--- config.mk ---
export PLATFORM = sky130hd
export DESIGN_NAME = apb_master_fsm_flat
export DESIGN_NICKNAME = d
export VERILOG_FILES = /design/src/rtl/apb_master_fsm_if.sv /design/src/rtl/apb_master_fsm.sv /design/src/flat_wrapper.sv
export SDC_FILE = /design/constraint.sdc
export NUM_CORES = 1
export LEC_CHECK = 0
export CAP_MARGIN = 25
export CELL_PAD_IN_SITES_DETAIL_PLACEMENT = 2
export CELL_PAD_IN_SITES_GLOBAL_PLACEMENT = 2
export CORE_ASPECT_RATIO = 1.25
export CORE_MARGIN = 3
export CORE_UTILIZATION = 42
export CTS_BUF_LIST = sky130_fd_sc_hd__clkbuf_8
export DETAILED_ROUTE_END_ITERATION = 16
export DONT_BUFFER_PORTS = 1
export PLACE_DENSITY = 0.81
export SETUP_SLACK_MARGIN = 0.2
export SLEW_MARGIN = 20
export SYNTH_ARGS = -nofsm -noshare
export SYNTH_HDL_FRONTEND = slang
export SYNTH_SLANG_ARGS = --single-unit
export TNS_END_PERCENT = 30
--- constraint.sdc ---
create_clock -name pclk -period 3.4 [get_ports pclk]
set_input_delay 0.17 -clock pclk [delete_from_list [all_inputs] [get_ports pclk]]
set_output_delay 0.17 -clock pclk [all_outputs]
set_load 0.01 [all_outputs]
--- src/rtl/apb_master_fsm_if.sv ---
// rtl/apb_master_fsm_if.sv - command/response and APB3 signal bundle for apb_master_fsm
interface apb_master_fsm_if #(
  parameter int ADDR_WIDTH = 8,
  parameter int DATA_WIDTH = 32
);
  // command side
  logic                  cmd_valid;
  logic                  cmd_ready;
  logic                  cmd_write;
  logic [ADDR_WIDTH-1:0] cmd_addr;
  logic [DATA_WIDTH-1:0] cmd_wdata;

  // response side
  logic                  rsp_valid;
  logic [DATA_WIDTH-1:0] rsp_rdata;
  logic                  rsp_err;
  logic                  rsp_timeout;

  // APB side
  logic                  psel;
  logic                  penable;
  logic                  pwrite;
  logic [ADDR_WIDTH-1:0] paddr;
  logic [DATA_WIDTH-1:0] pwdata;
  logic                  pready;
  logic [DATA_WIDTH-1:0] prdata;
  logic                  pslverr;

  modport master (
    input  cmd_valid, cmd_write, cmd_addr, cmd_wdata,
    input  pready, prdata, pslverr,
    output cmd_ready,
    output rsp_valid, rsp_rdata, rsp_err, rsp_timeout,
    output psel, penable, pwrite, paddr, pwdata
  );

  modport slave (
    output cmd_valid, cmd_write, cmd_addr, cmd_wdata,
    output pready, prdata, pslverr,
    input  cmd_ready,
    input  rsp_valid, rsp_rdata, rsp_err, rsp_timeout,
    input  psel, penable, pwrite, paddr, pwdata
  );
endinterface

--- src/rtl/apb_master_fsm.sv ---
// rtl/apb_master_fsm.sv - APB3 requester FSM: valid/ready commands to APB transfers with wait-state timeout
module apb_master_fsm #(
  parameter int ADDR_WIDTH     = 8,
  parameter int DATA_WIDTH     = 32,
  parameter int TIMEOUT_CYCLES = 16
) (
  input  logic             pclk,
  input  logic             preset,
  apb_master_fsm_if.master bus
);

  localparam int CNT_W = (TIMEOUT_CYCLES > 0) ? $clog2(TIMEOUT_CYCLES + 1) : 1;
  localparam bit TMO_EN = (TIMEOUT_CYCLES != 0);
  localparam logic [CNT_W-1:0] TO_LAST = CNT_W'((TIMEOUT_CYCLES > 0) ? TIMEOUT_CYCLES - 1 : 0);
  localparam logic [CNT_W-1:0] CNT_MAX = '1;

  typedef enum logic [1:0] {
    IDLE   = 2'd0,
    SETUP  = 2'd1,
    ACCESS = 2'd2
  } state_t;

  state_t                state, state_nxt;
  logic                  psel_q, psel_nxt;
  logic                  penable_q, penable_nxt;
  logic                  pwrite_q, pwrite_nxt;
  logic [ADDR_WIDTH-1:0] paddr_q, paddr_nxt;
  logic [DATA_WIDTH-1:0] pwdata_q, pwdata_nxt;
  logic                  rsp_valid_q, rsp_valid_nxt;
  logic [DATA_WIDTH-1:0] rsp_rdata_q, rsp_rdata_nxt;
  logic                  rsp_err_q, rsp_err_nxt;
  logic                  rsp_timeout_q, rsp_timeout_nxt;
  logic [CNT_W-1:0]      wait_cnt, wait_cnt_nxt;
  logic                  cmd_ready_w;

  assign cmd_ready_w     = (state == IDLE);
  assign bus.cmd_ready   = cmd_ready_w;
  assign bus.psel        = psel_q;
  assign bus.penable     = penable_q;
  assign bus.pwrite      = pwrite_q;
  assign bus.paddr       = paddr_q;
  assign bus.pwdata      = pwdata_q;
  assign bus.rsp_valid   = rsp_valid_q;
  assign bus.rsp_rdata   = rsp_rdata_q;
  assign bus.rsp_err     = rsp_err_q;
  assign bus.rsp_timeout = rsp_timeout_q;

  always_ff @(posedge pclk or posedge preset) begin
    if (preset) begin
      state         <= IDLE;
      psel_q        <= 1'b0;
      penable_q     <= 1'b0;
      pwrite_q      <= 1'b0;
      paddr_q       <= '0;
      pwdata_q      <= '0;
      rsp_valid_q   <= 1'b0;
      rsp_rdata_q   <= '0;
      rsp_err_q     <= 1'b0;
      rsp_timeout_q <= 1'b0;
      wait_cnt      <= '0;
    end else begin
      state         <= state_nxt;
      psel_q        <= psel_nxt;
      penable_q     <= penable_nxt;
      pwrite_q      <= pwrite_nxt;
      paddr_q       <= paddr_nxt;
      pwdata_q      <= pwdata_nxt;
      rsp_valid_q   <= rsp_valid_nxt;
      rsp_rdata_q   <= rsp_rdata_nxt;
      rsp_err_q     <= rsp_err_nxt;
      rsp_timeout_q <= rsp_timeout_nxt;
      wait_cnt      <= wait_cnt_nxt;
    end
  end

  always_comb begin
    state_nxt       = state;
    psel_nxt        = psel_q;
    penable_nxt     = penable_q;
    pwrite_nxt      = pwrite_q;
    paddr_nxt       = paddr_q;
    pwdata_nxt      = pwdata_q;
    rsp_valid_nxt   = 1'b0;
    rsp_rdata_nxt   = rsp_rdata_q;
    rsp_err_nxt     = rsp_err_q;
    rsp_timeout_nxt = rsp_timeout_q;
    wait_cnt_nxt    = wait_cnt;

    case (state)
      IDLE: begin
        if (bus.cmd_valid && cmd_ready_w) begin
          pwrite_nxt  = bus.cmd_write;
          paddr_nxt   = bus.cmd_addr;
          pwdata_nxt  = bus.cmd_wdata;
          psel_nxt    = 1'b1;
          penable_nxt = 1'b0;
          state_nxt   = SETUP;
        end
      end

      SETUP: begin
        penable_nxt  = 1'b1;
        wait_cnt_nxt = '0;
        state_nxt    = ACCESS;
      end

      ACCESS: begin
        // pready wins over the timeout when both land on the same edge
        if (bus.pready) begin
          psel_nxt        = 1'b0;
          penable_nxt     = 1'b0;
          rsp_valid_nxt   = 1'b1;
          rsp_rdata_nxt   = pwrite_q ? '0 : bus.prdata;
          rsp_err_nxt     = bus.pslverr;
          rsp_timeout_nxt = 1'b0;
          wait_cnt_nxt    = '0;
          state_nxt       = IDLE;
        end else if (TMO_EN && (wait_cnt == TO_LAST)) begin
          psel_nxt        = 1'b0;
          penable_nxt     = 1'b0;
          rsp_valid_nxt   = 1'b1;
          rsp_rdata_nxt   = '0;
          rsp_err_nxt     = 1'b1;
          rsp_timeout_nxt = 1'b1;
          wait_cnt_nxt    = '0;
          state_nxt       = IDLE;
        end else if (wait_cnt != CNT_MAX) begin
          wait_cnt_nxt = wait_cnt + CNT_W'(1);
        end
      end

      default: begin
        psel_nxt    = 1'b0;
        penable_nxt = 1'b0;
        state_nxt   = IDLE;
      end
    endcase
  end

endmodule

--- src/flat_wrapper.sv ---
// flat-port wrapper written by rule: the top's interface ports become plain ports
module apb_master_fsm_flat 
#(
  parameter int ADDR_WIDTH     = 8,
  parameter int DATA_WIDTH     = 32,
  parameter int TIMEOUT_CYCLES = 16
)
  (pclk, preset, bus_cmd_valid, bus_cmd_write, bus_cmd_addr, bus_cmd_wdata, bus_pready, bus_prdata, bus_pslverr, bus_cmd_ready, bus_rsp_valid, bus_rsp_rdata, bus_rsp_err, bus_rsp_timeout, bus_psel, bus_penable, bus_pwrite, bus_paddr, bus_pwdata);
  apb_master_fsm_if #(.ADDR_WIDTH(ADDR_WIDTH), .DATA_WIDTH(DATA_WIDTH)) bus_i ();
  input  logic pclk;
  input  logic preset;
  input wire logic [$bits(bus_i.cmd_valid)-1:0] bus_cmd_valid;
  input wire logic [$bits(bus_i.cmd_write)-1:0] bus_cmd_write;
  input wire logic [$bits(bus_i.cmd_addr)-1:0] bus_cmd_addr;
  input wire logic [$bits(bus_i.cmd_wdata)-1:0] bus_cmd_wdata;
  input wire logic [$bits(bus_i.pready)-1:0] bus_pready;
  input wire logic [$bits(bus_i.prdata)-1:0] bus_prdata;
  input wire logic [$bits(bus_i.pslverr)-1:0] bus_pslverr;
  output wire logic [$bits(bus_i.cmd_ready)-1:0] bus_cmd_ready;
  output wire logic [$bits(bus_i.rsp_valid)-1:0] bus_rsp_valid;
  output wire logic [$bits(bus_i.rsp_rdata)-1:0] bus_rsp_rdata;
  output wire logic [$bits(bus_i.rsp_err)-1:0] bus_rsp_err;
  output wire logic [$bits(bus_i.rsp_timeout)-1:0] bus_rsp_timeout;
  output wire logic [$bits(bus_i.psel)-1:0] bus_psel;
  output wire logic [$bits(bus_i.penable)-1:0] bus_penable;
  output wire logic [$bits(bus_i.pwrite)-1:0] bus_pwrite;
  output wire logic [$bits(bus_i.paddr)-1:0] bus_paddr;
  output wire logic [$bits(bus_i.pwdata)-1:0] bus_pwdata;
  assign bus_i.cmd_valid = bus_cmd_valid;
  assign bus_i.cmd_write = bus_cmd_write;
  assign bus_i.cmd_addr = bus_cmd_addr;
  assign bus_i.cmd_wdata = bus_cmd_wdata;
  assign bus_i.pready = bus_pready;
  assign bus_i.prdata = bus_prdata;
  assign bus_i.pslverr = bus_pslverr;
  assign bus_cmd_ready = bus_i.cmd_ready;
  assign bus_rsp_valid = bus_i.rsp_valid;
  assign bus_rsp_rdata = bus_i.rsp_rdata;
  assign bus_rsp_err = bus_i.rsp_err;
  assign bus_rsp_timeout = bus_i.rsp_timeout;
  assign bus_psel = bus_i.psel;
  assign bus_penable = bus_i.penable;
  assign bus_pwrite = bus_i.pwrite;
  assign bus_paddr = bus_i.paddr;
  assign bus_pwdata = bus_i.pwdata;
  apb_master_fsm #(.ADDR_WIDTH(ADDR_WIDTH), .DATA_WIDTH(DATA_WIDTH), .TIMEOUT_CYCLES(TIMEOUT_CYCLES)) u_core (.pclk(pclk), .preset(preset), .bus(bus_i));
endmodule
==> flow_summary.ini <==
[detailed_routing]
drc = 0
drt_iter0_markers = 110
postRouteAntennaNets = 0
route.met3.wl_um = 598
wl_met1_um = 4140
top_layer_used = met4
drt-total-wl_um = 11600
vias = 2231
wl_met2_um = 6720
viasPerCell = 5.71
firstDrtPassIters = 4
wl_per_cell_um = 29.7

[floorplan]
die_w_um = 85.3
dieArea_sq_um = 8970
boundaryPins = 157
core_area_sq_um = 7490
die_h_um = 105
num_rows = 35
start_util_pct = 44.1

[yosys]
yosys_warnings = 0
syn_inst = 217
synth_most_common_cell = dfrtp_1
ys.flop_type = dfrtp_1
synth_area_per_cell_sq_um = 15.2
synth_edf_count = 0
ys_ff_latch = 85
synthTopCellsByArea = dfrtp_1 64%, mux2_2 14%, a22o_1 8.5%, ha_1 2.3%, buf_2 1.1%
ys_top_cells_by_count = 85 x dfrtp_1, 41 x mux2_2, 32 x a22o_1, 7 x buf_2, 6 x ha_1
async_reset_ff_share_pct = 100
syn-cell-area_sq_um = 3300
yosysUniqueCellTypes = 33
synth_nets = 301
yosysSeqAreaShare_pct = 64.4
yosys.area.top_type = dfrtp_1
synth_top_area_share_pct = 64.4

[critical_path]
worstPathMaxFanout = 33
setup.worst_path.end_class = flip-flop
cp_data_required_time_ns = 3.64
critPathKind = reg -> reg
cp-start-kind = flip-flop
cp.arrival_ns = 2.40
regToRegSetupSlack_ns = 1.24

[clock_network]
cts_buffers = 9
htreeDepth = 3
clock_latency_ns = 0.37
cts_buffer_depth = 2
cts.sink_count = 85
clk_pin_slew_ns = 0.07
ctsResizeCount = 0
cts_tree = built
ctsRootBufferMaster = clkbuf_8
cts_setup_buffers = 0

[layout]
antenna_cells = 0
fin_util_pct = 57.1
postLayoutCellArea_sq_um = 4280
synthToLayoutAreaGrowth_pct = 29.6
drive_gt1_share_pct = 21.4
instances_no_fill = 391
nNetsFinal = 379

[timing]
slew_violations = 0
hold_viol_final = 0
finalSetupViolCount = 0
fin_setup_tns_ns = 0
period_share_pct = 63.5
slew_headroom_pct = 32.9
skew_ns = 0.0180
tightest_slew_ns = 1.00
grt_setup_unrepaired = no
period_minus_slack_ns = 2.16
fmax_ghz = 0.464

[placed_design]
gp_congestion = 0.745
dp_cells = 301
placement.io_buffers = 0
placed_cell_area_sq_um = 3370
dp_hpwl_um = 5590

[global_route]
grt_max_degree = 54
track_usage_pct = 26.6
grt_antenna_before_repair = 0
grt_pass1_wl_um = 17400
grt_pass1_vias = 2660
grt-ovfl-total = 0

[job]
drv_cap = 0

[worst_hold_path]
hold_class = in -> reg

[power_and_ir_drop]
leakage_nw = 1.90
power_density_nw_per_um2 = 847
p_total_w = 0.00362
ir_drop_uv = 558

[run_status]
status = finished clean
## routing by layer
layer / global-route usage, % / up-vias
met5: 0 / -
met4: 5.43 / 0
met3: 7.33 / 13
met2: 49.8 / 85
met1: 29.5 / 1189
li1: - / 944
## critical path, cell delays in order, from the launching register on
cell and delay [ns]:
dfrtp_1 0.43, ha_1 0.31, and4b_4 0.23, o21ai_4 0.72, inv_2 0.12, o22a_1 0.23
## registers in the layout, indices dropped and copies added, names as in the netlist, 2 cells and up
| signal | flops |
|---|---|
| u_core.bus.pwdata | 32 |
| u_core.bus.rsp_rdata | 32 |
| u_core.bus.paddr | 8 |
| u_core.wait_cnt | 5 |
| u_core.state | 2 |
## worst paths after layout
path,endpoint,start,cells past startpoint
min reg2reg,u_core.wait_cnt[0],u_core.wait_cnt[0],1
max reg2reg,u_core.bus.rsp_err,u_core.wait_cnt[0],5
min in group asynchronous,u_core.bus.rsp_rdata[24],preset,2
max in group asynchronous,u_core.state[1],preset,3
min,u_core.bus.rsp_timeout,bus_pready,2
max,u_core.bus.rsp_err,u_core.wait_cnt[0],5
## logic make-up after synthesis
family | share of synthesized area [%]
adder cells (fa/ha/maj) | 2.27
AO/OA/AOI/OAI | 11.6
multiplexers | 15.3
flip-flops | 64.4
AND/OR/NAND/NOR | 3.60
buffers and inverters | 2.77
## what timing repair did
item                       in CTS  in global routing
setup endpoints to repair       0                  0
hold endpoints to repair      106                  0
hold buffers                   75                  0
## report_power, final
group / total [W] / switching (W) / internal [W]
registers: 0.00201 / 0.000583 / 0.00143
logic: 0.000965 / 0.000448 / 0.000518
clock network: 0.000641 / 0.000386 / 0.000256
total: 0.00362 / 0.00142 / 0.00221
## layout by cell type, fill, tap and decap left out, types with 2 or more instances in the layout
master and n:
buf_4 2, clkinv_2 3, inv_1 6, ha_1 6, mux2_2 41, nand2b_1 2, dlygate4sd3_1 75, mux2_1 3
nand2_1 3, a22o_1 32, dfrtp_1 85, clkbuf_8 9, a21oi_1 3, nand3_1 4
## stage by stage
step / worst slack [ns] / hold slack [ns]
after global routing: 1.13 / 0.0462
after CTS: 1.31 / 0.0571
final: 1.24 / 0.0636
after global placement: 1.34 / 0.118
after floorplan: 1.04 / 0.296
after detailed placement: 1.32 / 0.133
## final cells by class
class	instances	area [sq um]
Fill cell	666	3210
Sequential cell	85	2130
Multi-Input combinational cell	116	1090
Timing Repair Buffer	77	766
Clock buffer	9	124
Tap cell	92	115
Clock inverter	6	33.8
Inverter	6	23.8
(Power assumes the default switching activity.)
